===== src/rtl/mips_multicycle_ctrl_pkg.sv =====
// Shared encodings for the multicycle MIPS controller: opcodes, ALUOp, mux selects, states.
// Latency: n/a (constants and types only).
// Backpressure: n/a.
package mips_multicycle_ctrl_pkg;

   // Opcodes as found in instr[31:26]
   localparam logic [5:0] OP_R   = 6'b000000;
   localparam logic [5:0] OP_LW  = 6'b100011;
   localparam logic [5:0] OP_SW  = 6'b101011;
   localparam logic [5:0] OP_BEQ = 6'b000100;
   localparam logic [5:0] OP_J   = 6'b000010;

   // ALUOp encoding, shared with the existing ALU control block
   localparam logic [1:0] ALUOP_ADD   = 2'b00;
   localparam logic [1:0] ALUOP_SUB   = 2'b01;
   localparam logic [1:0] ALUOP_FUNCT = 2'b10;

   // ALU B operand select
   localparam logic [1:0] SRCB_RT      = 2'b00;
   localparam logic [1:0] SRCB_FOUR    = 2'b01;
   localparam logic [1:0] SRCB_IMM     = 2'b10;
   localparam logic [1:0] SRCB_IMM_SH2 = 2'b11;

   // PC source select
   localparam logic [1:0] PCSRC_ALU    = 2'b00;
   localparam logic [1:0] PCSRC_ALUOUT = 2'b01;
   localparam logic [1:0] PCSRC_JUMP   = 2'b10;

   // Controller states; encodings 11-15 are unused and recover to IDLE
   typedef enum logic [3:0] {
      ST_IDLE   = 4'd0,
      ST_FETCH  = 4'd1,
      ST_DECODE = 4'd2,
      ST_MEMADR = 4'd3,
      ST_MEMRD  = 4'd4,
      ST_MEMWB  = 4'd5,
      ST_MEMWR  = 4'd6,
      ST_EXEC   = 4'd7,
      ST_RWB    = 4'd8,
      ST_BRANCH = 4'd9,
      ST_JUMP   = 4'd10
   } state_t;

   // Bundle of decoded datapath controls
   typedef struct packed {
      logic       pc_write;
      logic       pc_write_cond;
      logic       i_or_d;
      logic       mem_read;
      logic       mem_write;
      logic       ir_write;
      logic       mem_to_reg;
      logic       reg_dst;
      logic       reg_write;
      logic       alu_src_a;
      logic [1:0] alu_src_b;
      logic [1:0] alu_op;
      logic [1:0] pc_source;
   } ctrl_t;

endpackage


===== src/rtl/mips_ctrl_outdec.sv =====
// Combinational state-to-control decoder for the multicycle MIPS controller.
// Latency: 0 cycles (pure decode of the current state).
// Backpressure: mem_ready only gates the FETCH-phase IR/PC loads; everything else holds with the state.
module mips_ctrl_outdec
   import mips_multicycle_ctrl_pkg::*;
(
   input  state_t state,
   input  logic   mem_ready,
   output ctrl_t  ctrl
);

   // Moore decode; IR and PC loads in FETCH wait for the memory to deliver the word
   always_comb begin
      ctrl = '0;
      case (state)
         ST_FETCH: begin
            ctrl.mem_read  = 1'b1;
            ctrl.ir_write  = mem_ready;
            ctrl.pc_write  = mem_ready;
            ctrl.alu_src_b = SRCB_FOUR;
            ctrl.alu_op    = ALUOP_ADD;
            ctrl.pc_source = PCSRC_ALU;
         end
         ST_DECODE: begin
            ctrl.alu_src_b = SRCB_IMM_SH2;
            ctrl.alu_op    = ALUOP_ADD;
         end
         ST_MEMADR: begin
            ctrl.alu_src_a = 1'b1;
            ctrl.alu_src_b = SRCB_IMM;
            ctrl.alu_op    = ALUOP_ADD;
         end
         ST_MEMRD: begin
            ctrl.mem_read = 1'b1;
            ctrl.i_or_d   = 1'b1;
         end
         ST_MEMWB: begin
            ctrl.reg_write  = 1'b1;
            ctrl.mem_to_reg = 1'b1;
         end
         ST_MEMWR: begin
            ctrl.mem_write = 1'b1;
            ctrl.i_or_d    = 1'b1;
         end
         ST_EXEC: begin
            ctrl.alu_src_a = 1'b1;
            ctrl.alu_src_b = SRCB_RT;
            ctrl.alu_op    = ALUOP_FUNCT;
         end
         ST_RWB: begin
            ctrl.reg_write = 1'b1;
            ctrl.reg_dst   = 1'b1;
         end
         ST_BRANCH: begin
            ctrl.alu_src_a     = 1'b1;
            ctrl.alu_src_b     = SRCB_RT;
            ctrl.alu_op        = ALUOP_SUB;
            ctrl.pc_write_cond = 1'b1;
            ctrl.pc_source     = PCSRC_ALUOUT;
         end
         ST_JUMP: begin
            ctrl.pc_write  = 1'b1;
            ctrl.pc_source = PCSRC_JUMP;
         end
         default: ctrl = '0;
      endcase
   end

endmodule


===== src/rtl/mips_multicycle_ctrl.sv =====
// Multicycle MIPS control FSM: sequences fetch/decode/execute/memory/writeback, flags illegal opcodes, counts retirements.
// Latency: LW 5, SW 4, R 4, BEQ 3, J 3 cycles with mem_ready high; illegal_op one cycle after DECODE.
// Backpressure: FETCH, MEMRD and MEMWR hold state and outputs until mem_ready=1.
module mips_multicycle_ctrl
   import mips_multicycle_ctrl_pkg::*;
#(
   parameter int CNT_W = 32
) (
   input  logic             clk,
   input  logic             rst_n,
   input  logic             run,
   input  logic [5:0]       op,
   input  logic             mem_ready,
   output logic             pc_write,
   output logic             pc_write_cond,
   output logic             i_or_d,
   output logic             mem_read,
   output logic             mem_write,
   output logic             ir_write,
   output logic             mem_to_reg,
   output logic             reg_dst,
   output logic             reg_write,
   output logic             alu_src_a,
   output logic [1:0]       alu_src_b,
   output logic [1:0]       alu_op,
   output logic [1:0]       pc_source,
   output logic             illegal_op,
   output logic [3:0]       state_o,
   output logic [CNT_W-1:0] retired
);

   localparam logic [CNT_W-1:0] CNT_ONE = {{(CNT_W-1){1'b0}}, 1'b1};

   state_t           state_q, state_d;
   logic             illegal_q, illegal_d;
   logic [CNT_W-1:0] retired_q, retired_d;
   logic             retire;
   ctrl_t            ctrl;

   // Next state, illegal-opcode detection and retirement accounting
   always_comb begin
      state_d   = state_q;
      illegal_d = 1'b0;
      retire    = 1'b0;
      case (state_q)
         ST_IDLE:   if (run) state_d = ST_FETCH;
         ST_FETCH:  if (mem_ready) state_d = ST_DECODE;
         ST_DECODE: begin
            case (op)
               OP_LW, OP_SW: state_d = ST_MEMADR;
               OP_R:         state_d = ST_EXEC;
               OP_BEQ:       state_d = ST_BRANCH;
               OP_J:         state_d = ST_JUMP;
               default: begin
                  // Undecodable: skip to the next fetch without retiring
                  state_d   = ST_FETCH;
                  illegal_d = 1'b1;
               end
            endcase
         end
         ST_MEMADR: state_d = (op == OP_LW) ? ST_MEMRD : ST_MEMWR;
         ST_MEMRD:  if (mem_ready) state_d = ST_MEMWB;
         ST_MEMWB: begin
            state_d = ST_FETCH;
            retire  = 1'b1;
         end
         ST_MEMWR: begin
            if (mem_ready) begin
               state_d = ST_FETCH;
               retire  = 1'b1;
            end
         end
         ST_EXEC:   state_d = ST_RWB;
         ST_RWB, ST_BRANCH, ST_JUMP: begin
            state_d = ST_FETCH;
            retire  = 1'b1;
         end
         default:   state_d = ST_IDLE;
      endcase
      retired_d = retire ? (retired_q + CNT_ONE) : retired_q;
   end

   // State, illegal flag and counter registers; reset returns to IDLE at once
   always_ff @(posedge clk or negedge rst_n) begin
      if (!rst_n) begin
         state_q   <= ST_IDLE;
         illegal_q <= 1'b0;
         retired_q <= '0;
      end else begin
         state_q   <= state_d;
         illegal_q <= illegal_d;
         retired_q <= retired_d;
      end
   end

   mips_ctrl_outdec u_outdec (
      .state     (state_q),
      .mem_ready (mem_ready),
      .ctrl      (ctrl)
   );

   assign pc_write      = ctrl.pc_write;
   assign pc_write_cond = ctrl.pc_write_cond;
   assign i_or_d        = ctrl.i_or_d;
   assign mem_read      = ctrl.mem_read;
   assign mem_write     = ctrl.mem_write;
   assign ir_write      = ctrl.ir_write;
   assign mem_to_reg    = ctrl.mem_to_reg;
   assign reg_dst       = ctrl.reg_dst;
   assign reg_write     = ctrl.reg_write;
   assign alu_src_a     = ctrl.alu_src_a;
   assign alu_src_b     = ctrl.alu_src_b;
   assign alu_op        = ctrl.alu_op;
   assign pc_source     = ctrl.pc_source;
   assign illegal_op    = illegal_q;
   assign state_o       = state_q;
   assign retired       = retired_q;

endmodule


===== config.mk =====
export PLATFORM = sky130hd
export DESIGN_NAME = mips_multicycle_ctrl
export DESIGN_NICKNAME = d
export VERILOG_FILES = /design/src/rtl/mips_multicycle_ctrl_pkg.sv /design/src/rtl/mips_ctrl_outdec.sv /design/src/rtl/mips_multicycle_ctrl.sv
export SDC_FILE = /design/constraint.sdc
export NUM_CORES = 1
export LEC_CHECK = 0
export ABC_AREA = 1
export BUFFER_PORTS_ARGS = -buffer_cell sky130_fd_sc_hd__buf_2
export CELL_PAD_IN_SITES_DETAIL_PLACEMENT = 0
export CELL_PAD_IN_SITES_GLOBAL_PLACEMENT = 1
export CORE_MARGIN = 4
export CORE_UTILIZATION = 30
export CTS_CLUSTER_SIZE = 12
export DETAILED_ROUTE_END_ITERATION = 8
export PLACE_DENSITY_LB_ADDON = 0.1
export SLEW_MARGIN = 15
export SYNTH_ARGS = -nofsm -noshare
export SYNTH_HDL_FRONTEND = slang
export SYNTH_SLANG_ARGS = --single-unit

===== constraint.sdc =====
create_clock -name clk -period 1.8 [get_ports clk]
set_input_delay 0.27 -clock clk [delete_from_list [all_inputs] [get_ports clk]]
set_output_delay 0.27 -clock clk [all_outputs]
set_load 0.05 [all_outputs]

==> metrics.txt, run 1 <==
first-pass GRT wire length 12,500 µm; Worst-path clk slew 0.08 ns; vias in the first global route 2,506; drt drc 0; asr flop ratio synth 1.00; share of the synthesized area in the top cell type 0.373; unrepaired setup endpoints after global routing true; placed wire-length estimate 5930 µm; layout cell share with drive strength beyond 1 0.233; Final ANT Viol Nets 0; row count 32; Critical-path top delay cell dfrtp_2; HP Class in2reg; CP Launch Type flip-flop; PortBufs 62; cell taking the most area after synthesis dfrtp_1; Nets 473; worst-path cell chain nor2_4 > inv_1 > nor2_4 > inv_1 > nand2_1 > buf_6; CP Capture Type output port; Syn Nets 400; Die Height 99.0 µm; clk_lat worst skew 0.30 ns; Synth Cell Area 2480 µm²; synth top area cells dfrtp_1, nand2_1, nor2_1; I/O pin total 63; Total Neg Setup Slack 0 ns; post-route minimum period 1.70 ns; Final setup viols 0; library cells used by synthesis 27; Crit Path Category reg2out; Fin Clk Skew 0.0162 ns; fin. max-slew vios 0; fmax 0.588 GHz; vias per std cell 4.47; CTS tree built; Area growth syn-to-layout 25.5%; grt ovf 0; Sink Count 37; status finished, final reports clean; clock root buffer clkbuf_8; yosys warns 0; most instantiated cells after synthesis nand2_1, nor2_1, inv_1; final WL 7360 µm; data required time of the worst path 1.53 ns; Initial Util 0.315; Worst Slack Setup Final 0.0990 ns; delay-heaviest family, CP flip-flops; register area share after synthesis 0.373; maximum clock insertion buffer count 2; CTS Buf Count 5; Die X 99.0 µm; Data arrival, critical path 1.43 ns; Cell Pwr Density 1010 nW/µm²; slew margin rel. 0.647; Tightest Pin Transition 0.530 ns; H-tree Lvls 2; core box area 7890 µm²; MaxCap Viol Count 0; worst vdd ir 633 µV; Setup WS pre-CTS 0.168 ns; Post-synth EDFFs 0; #FFs+latches synth 37; gpl congestion 0.841; number of diodes 0; WP buf/inv 3; DRC marker count from the first detailed-route iteration 68; drt pass-1 iters 4; setup bufs post-CTS 0; initial antenna violation count 0; average cell area after synthesis 6.39 µm²; period utilization 0.945; crit-path max FO 6; die area 9800 µm²; All-Layer GR Usage 0.158; Avg WL per Cell 13.0 µm; Cells after Synth 389; via count 2,527; Synth Flop Type dfrtp_1; slowest stage delay, CP 0.47 ns; Hold Fails Final Rpt 0; static leakage 1.58 nW; largest net degree at the start of global routing 29; cell with the most instances after synthesis nand2_1
## cell families after synthesis
kind of cell | synth area share
flops | 0.373
xor+xnor | 0.0529
simple gates | 0.450
compound gates | 0.0347
buf+inv | 0.0846
fa+ha+maj | 0.00503
## worst paths after layout
kind                            cells after the start         from      endpoint  slack (ns)
worst max-delay path                                6   state_o[3]  alu_src_b[0]         0.1
worst min-delay path                                3        op[3]    illegal_op        0.35
worst max register to register                      9   state_o[2]   retired[18]        0.19
worst min register to register                      1  retired[15]   retired[15]        0.52
max in group asynchronous                           3        rst_n    state_o[0]        0.82
min in group asynchronous                           2        rst_n    retired[8]        0.48
## final cells by class
type	instances	area [µm²]
inverters	44	165
clock buffers	6	82.6
clock inverters	2	13.8
fillers	857	4770
multi-input cells	304	1400
flip-flops and latches	37	931
repair buffers	70	399
well taps	102	128
## power by group
part | internal [mW] | switching (mW) | total, mW | leakage (nW)
registers | 0.914 | 0.0995 | 1.01 | 0.495
logic | 0.385 | 1.12 | 1.50 | 1.03
clock network | 0.311 | 0.327 | 0.638 | 0.0512
total | 1.61 | 1.54 | 3.15 | 1.58
## registers in the layout (all words and copies together) (netlist names)
name,count
illegal_op,1
retired,32
state_o,4
## layer usage
metal	vias up	routed length (µm)	track usage
met5	-	0	0
met4	0	40	0.0294
met3	5	237	0.0290
met2	37	3130	0.238
met1	1148	3960	0.237
li1	1337	-	-
## cell usage in the layout, fill, tap and decap left out, drive strengths merged, types with 6 or more instances in the layout
cell type,synthesis,layout
inv,44,44
dfrtp,37,37
clkbuf,0,9
nand2,166,166
buf,4,66
o21ai,8,8
xnor2,12,12
nand4,6,6
nor2,79,79
nand3,18,18
## stage by stage
stage	util	area [µm²]	instances	total power [mW]	hold slack, ns
after floorplan	-	2510	389	2.12	-0.0256
after global routing	0.395	3120	565	3.36	0.364
final	0.395	3120	565	3.15	0.345
after CTS	0.391	3080	565	3.14	0.330
after detailed placement	0.376	2970	556	2.46	0.286
after global placement	0.376	2970	556	2.47	0.275
## worst register-to-register path: stages, from the launching register on
cell     delay (ns)
dfrtp_2        0.43
inv_1          0.10
nor2_2         0.14
nand2_1        0.10
nand2_2        0.10
inv_2          0.05
nand2_4        0.28
nand2_4        0.10
o21ai_1        0.14
nand2_1        0.07
## what timing repair did
action	CTS	global route
hold buffers	1	0
endpoints found under the setup margin	4	13
gates cloned	0	0
gates resized for setup	4	12
endpoints found under the hold margin	20	0
pin swaps	0	0
Power figures use the tool's default switching activity.
==> run 2, diff against run 1 <==
- ABC_AREA: 1 -> default
==> metrics.txt, run 2 <==
drt drc 0; Final setup viols 1; final WL 5370 µm; Clock Power Share 0.157; cell internal pwr 2.04 mW; Placed Area 2730 µm²; Die X 90.3 µm; average cell area after synthesis 9.53 µm²; Avg WL per Cell 14.1 µm; PortBufs 62; fin. max-slew vios 0; largest net degree at the start of global routing 19; share of the synthesized area in the top cell type 0.456; vias in the first global route 1,811; via count 1,839; static leakage 1.28 nW; placed wire-length estimate 4100 µm; unrepaired setup endpoints after global routing true; gpl congestion 0.726; Cell Pwr Density 1260 nW/µm²; Worst-path clk slew 0.07 ns; All-Layer GR Usage 0.135; Nets 315; most instantiated cells after synthesis dfrtp_1, xnor2_1, nor2_1; first-pass GRT wire length 9070 µm; Total Neg Setup Slack -0.0127 ns; slowest stage delay, CP 0.44 ns; layout cell share with drive strength beyond 1 0.492; Worst Slack Setup Final -0.0127 ns; delay-heaviest family, CP simple AND/OR/NAND/NOR gates; WP buf/inv 2; clock root buffer clkbuf_8; WHS 0.339 ns; storage element area 943 µm²; Final ANT Viol Nets 0; commonest non-fill, non-tap cell in the layout buf_2; Net Switching 1.74 mW; multi-input logic area 1190 µm²; max reg flops 32; Crit Path Category reg2out; crit-path max FO 7; number of diodes 0; Tightest Pin Transition 0.420 ns; worst vdd ir 514 µV; vias per std cell 4.81; Area growth syn-to-layout 47.2%; Sink Count 37; sw frac 0.460; Post-synth EDFFs 0; HP Class in2reg; cell taking the most area after synthesis dfrtp_1; fmax 0.552 GHz; Hold Fails Final Rpt 0; CP Launch Type flip-flop; DRC marker count from the first detailed-route iteration 57; asr flop ratio synth 1.00; Initial Util 0.314; final-layout fill cell count 645; Critical-path top delay cell dfrtp_2; grt ovf 0; drt pass-1 iters 4; fin cells 382; Syn Nets 224; yosys warns 0; CP Capture Type output port; period utilization 1.01; violated checks setup timing; library cells used by synthesis 43; Cells after Synth 213; status complete, but fails checks; Data arrival, critical path 1.54 ns; Synth Flop Type dfrtp_1; Fin Clk Skew 0.00732 ns; initial antenna violation count 0; slew margin rel. 0.720; register area share after synthesis 0.456; Power, Total 3.78 mW; row count 29; Seq pwr share 0.278; CTS Buf Count 5; #FFs+latches synth 37; post-route cell area 2990 µm²; Synth Cell Area 2030 µm²; Die Height 90.3 µm; worst-path cell chain nand2b_4 > buf_6 > nor4b_4 > or2_4 > buf_8; H-tree Lvls 2; I/O pin total 63; combinational power share 0.565; cell with the most instances after synthesis dfrtp_1; MaxCap Viol Count 0; data required time of the worst path 1.53 ns; clk_lat worst skew 0.29 ns; CTS tree built; post-route minimum period 1.81 ns; placed insts 368; most frequent cells in the layout buf_2, buf_4, xnor2_1, dfrtp_1, nand2_1; die area 8150 µm²; maximum clock insertion buffer count 2; synth top area cells dfrtp_1, xnor2_1, nand3_1; core box area 6460 µm²
==> run 2: cell types whose count changed in the layout (fill, tap and decap cells not counted), moves of 7 or more <==
cell and delta:
buf_2 -7, buf_4 +22, dfrtp_1 -10, dfrtp_2 +10
inv_1 -37, nand2_1 -144, nor2_1 -52, xnor2_1 +14
==> run 2: final cells by class <==
cell class	instances	share of cell area
clock buffers	8	0.0301
flip-flops and latches	37	0.316
inverters	4	0.00502
multi-input cells	161	0.399
repair buffers	95	0.218
well taps	77	0.0322
==> run 2: worst reg2reg max path, cell delays in order, from the launching register on <==
cell	delay, ns
dfrtp_2	0.44
nand4b_1	0.21
a21o_1	0.21
a2111o_2	0.53
nor4_4	0.17
xor2_1	0.16
==> run 2: power by group through the flow <==
stage	sequential (mW)	combinational [mW]	clock, mW
floorplan	1.37	1.16	0
global placement	1.07	1.92	0
detailed placement	1.07	1.91	0
CTS	1.05	2.09	0.625
global route	1.07	2.28	0.660
finish	1.05	2.14	0.592
==> run 2: what timing repair did <==
action	4_1_cts	5_1_grt
setup endpoints to repair	11	25
endpoints found under the hold margin	16	0
buffers inserted	3	2
resized for setup	17	17
pin swaps	1	4
gates cloned	0	0
hold buffers	1	0
==> run 2: cell families (layout without fill, tap and decap cells) <==
kind of cell,Yosys count,in the layout,share of synthesized area
AOI/OAI and AO/OA,22,22,0.0813
xor gates and xnor gates,33,33,0.142
adders and majority gates,1,1,0.00616
buffers and inverters,15,107,0.0345
DFF,37,37,0.456
muxes,1,1,0.00554
and+or+nand+nor,104,104,0.274
==> run 2: layer usage <==
metal,up-vias,wire length [µm],track usage
met5,-,0,0
met2,52,2540,0.223
met4,0,57,0.0383
li1,919,-,-
met1,863,2460,0.177
met3,5,311,0.0308
==> run 2: stage by stage <==
step / worst slack (ns) / util
after CTS: -0.0496 / 0.450
final: -0.0127 / 0.463
after floorplan: -0.299 / -
after detailed placement: 0.0135 / 0.423
after global placement: 0.0407 / 0.423
after global routing: -0.102 / 0.463
==> run 2: worst paths after layout <==
kind,from,endpoint,slack [ns],depth (start not counted)
hold reg to reg,retired[31],retired[31],0.47,1
max in group asynchronous,rst_n,state_o[0],0.83,3
min in group asynchronous,rst_n,retired[3],0.45,2
setup reg to reg,state_o[3],retired[31],0,5
hold / removal,op[4],illegal_op,0.34,3
setup / recovery,state_o[1],pc_write,-0.01,5
==> run 3, diff against run 2 <==
- TNS_END_PERCENT: default -> 5
- clock period: 1.8 -> 1.75 ns (I/O delays scaled with it)
==> metrics.txt, run 3 (synthesis gave the netlist of run 2 again) <==
core box area 6460 µm²; row count 29; layout cell share with drive strength beyond 1 0.428; Data arrival, critical path 1.54 ns; PortBufs 62; CTS tree built; I/O pin total 63; multi-input logic area 1150 µm²; drt pass-1 iters 4; crit-path max FO 5; maximum clock insertion buffer count 2; Cell Pwr Density 1380 nW/µm²; clk_lat worst skew 0.29 ns; Nets 316; gpl congestion 0.752; via count 1,843; commonest non-fill, non-tap cell in the layout buf_2; Area growth syn-to-layout 47.8%; H-tree Lvls 2; most frequent cells in the layout buf_2, dfrtp_1, buf_4, xnor2_1, nand3_1; DRC marker count from the first detailed-route iteration 86; Die X 90.3 µm; Worst-path clk slew 0.07 ns; Final ANT Viol Nets 0; Die Height 90.3 µm; Initial Util 0.314; r2r setup slk -0.04 ns; unrepaired setup endpoints after global routing true; fin cells 383; final WL 5430 µm; Core Util, Final 0.465; CTS Buf Count 5; All-Layer GR Usage 0.138; slew margin rel. 0.682; Avg WL per Cell 14.2 µm; worst vdd ir 447 µV; first-pass GRT wire length 9290 µm; period utilization 1.03; data required time of the worst path 1.49 ns; fin. max-slew vios 0; static leakage 1.33 nW; vias in the first global route 1,931; violated checks setup timing; grt ovf 0; CP Capture Type output port; storage element area 931 µm²; hold bufs inserted after CTS 0; die area 8150 µm²; post-route minimum period 1.80 ns; Fin Clk Skew 0.00594 ns; status complete, but fails checks; Crit Path Category reg2out; drt drc 0; Final setup viols 5; CP Launch Type flip-flop; placed wire-length estimate 4010 µm; placed insts 372; fmax 0.555 GHz; clock root buffer clkbuf_8; Setup WS pre-CTS -0.138 ns; Sink Count 37; Hold Fails Final Rpt 0; max reg flops 32; MaxCap Viol Count 0; number of diodes 0; largest net degree at the start of global routing 38; HP Class in2async; WHS 0.00459 ns; initial antenna violation count 0; vias per std cell 4.81; Worst Slack Setup Final -0.0511 ns; final-layout fill cell count 616; Tightest Pin Transition 0.477 ns
[run 3: cell types whose count changed in the layout (fill, tap and decap cells not counted), sizes merged]
cell | previous run | this run
buf | 89 | 96
clkbuf | 13 | 7
bufinv | 0 | 1
dlygate4sd3 | 1 | 0
[run 3: critical path, cell delays in order, from the launching register on]
cell	delay, ns
dfrtp_2	0.45
nand2b_4	0.09
buf_6	0.12
buf_12	0.10
nor2_2	0.04
or2_2	0.29
buf_6	0.16
[run 3: cell type report]
class / instances / area share
clock inverters: 1 / 0.0100
clock buffers: 7 / 0.0288
multi-input cells: 161 / 0.383
well taps: 77 / 0.0321
flip-flops and latches: 37 / 0.310
inverters: 4 / 0.00500
repair buffers: 96 / 0.231
[run 3: what timing repair did]
action,CTS,global route
pin swaps,13,7
buffers inserted,3,0
endpoints found under the setup margin,19,40
gates resized for setup,26,25
[run 3: report_power, final]
part           switching, mW  internal [mW]
clock network          0.306          0.465
registers             0.0958          0.960
logic                   1.42          0.895
[run 3: worst paths after layout]
path | from | endpoint | cells after the start
setup / recovery | state_o[0] | reg_write | 6
hold / removal | rst_n | retired[28] | 2
setup reg to reg | state_o[2] | retired[31] | 5
hold reg to reg | retired[31] | retired[31] | 1
max in group asynchronous | rst_n | state_o[2] | 2
min in group clk | op[4] | illegal_op | 3
[run 3: through the flow]
| step | total power, mW | TNS [ns] | area [µm²] |
|---|---|---|---|
| finish | 4.15 | -0.137 | 3000 |
| global route | 4.40 | -1.98 | 3000 |
| floorplan | 2.54 | -8.28 | 2100 |
| CTS | 4.09 | -0.313 | 2920 |
| detailed placement | 3.04 | -0.490 | 2680 |
| global placement | 3.04 | -0.277 | 2680 |
[run 3: layer usage]
layer / GRT usage / share of wire / up-vias
met3: 0.0367 / 0.042 / 5
met5: 0 / 0 / -
met4: 0.0408 / 0.0076 / 0
li1: - / - / 924
met2: 0.224 / 0.46 / 38
met1: 0.179 / 0.49 / 876
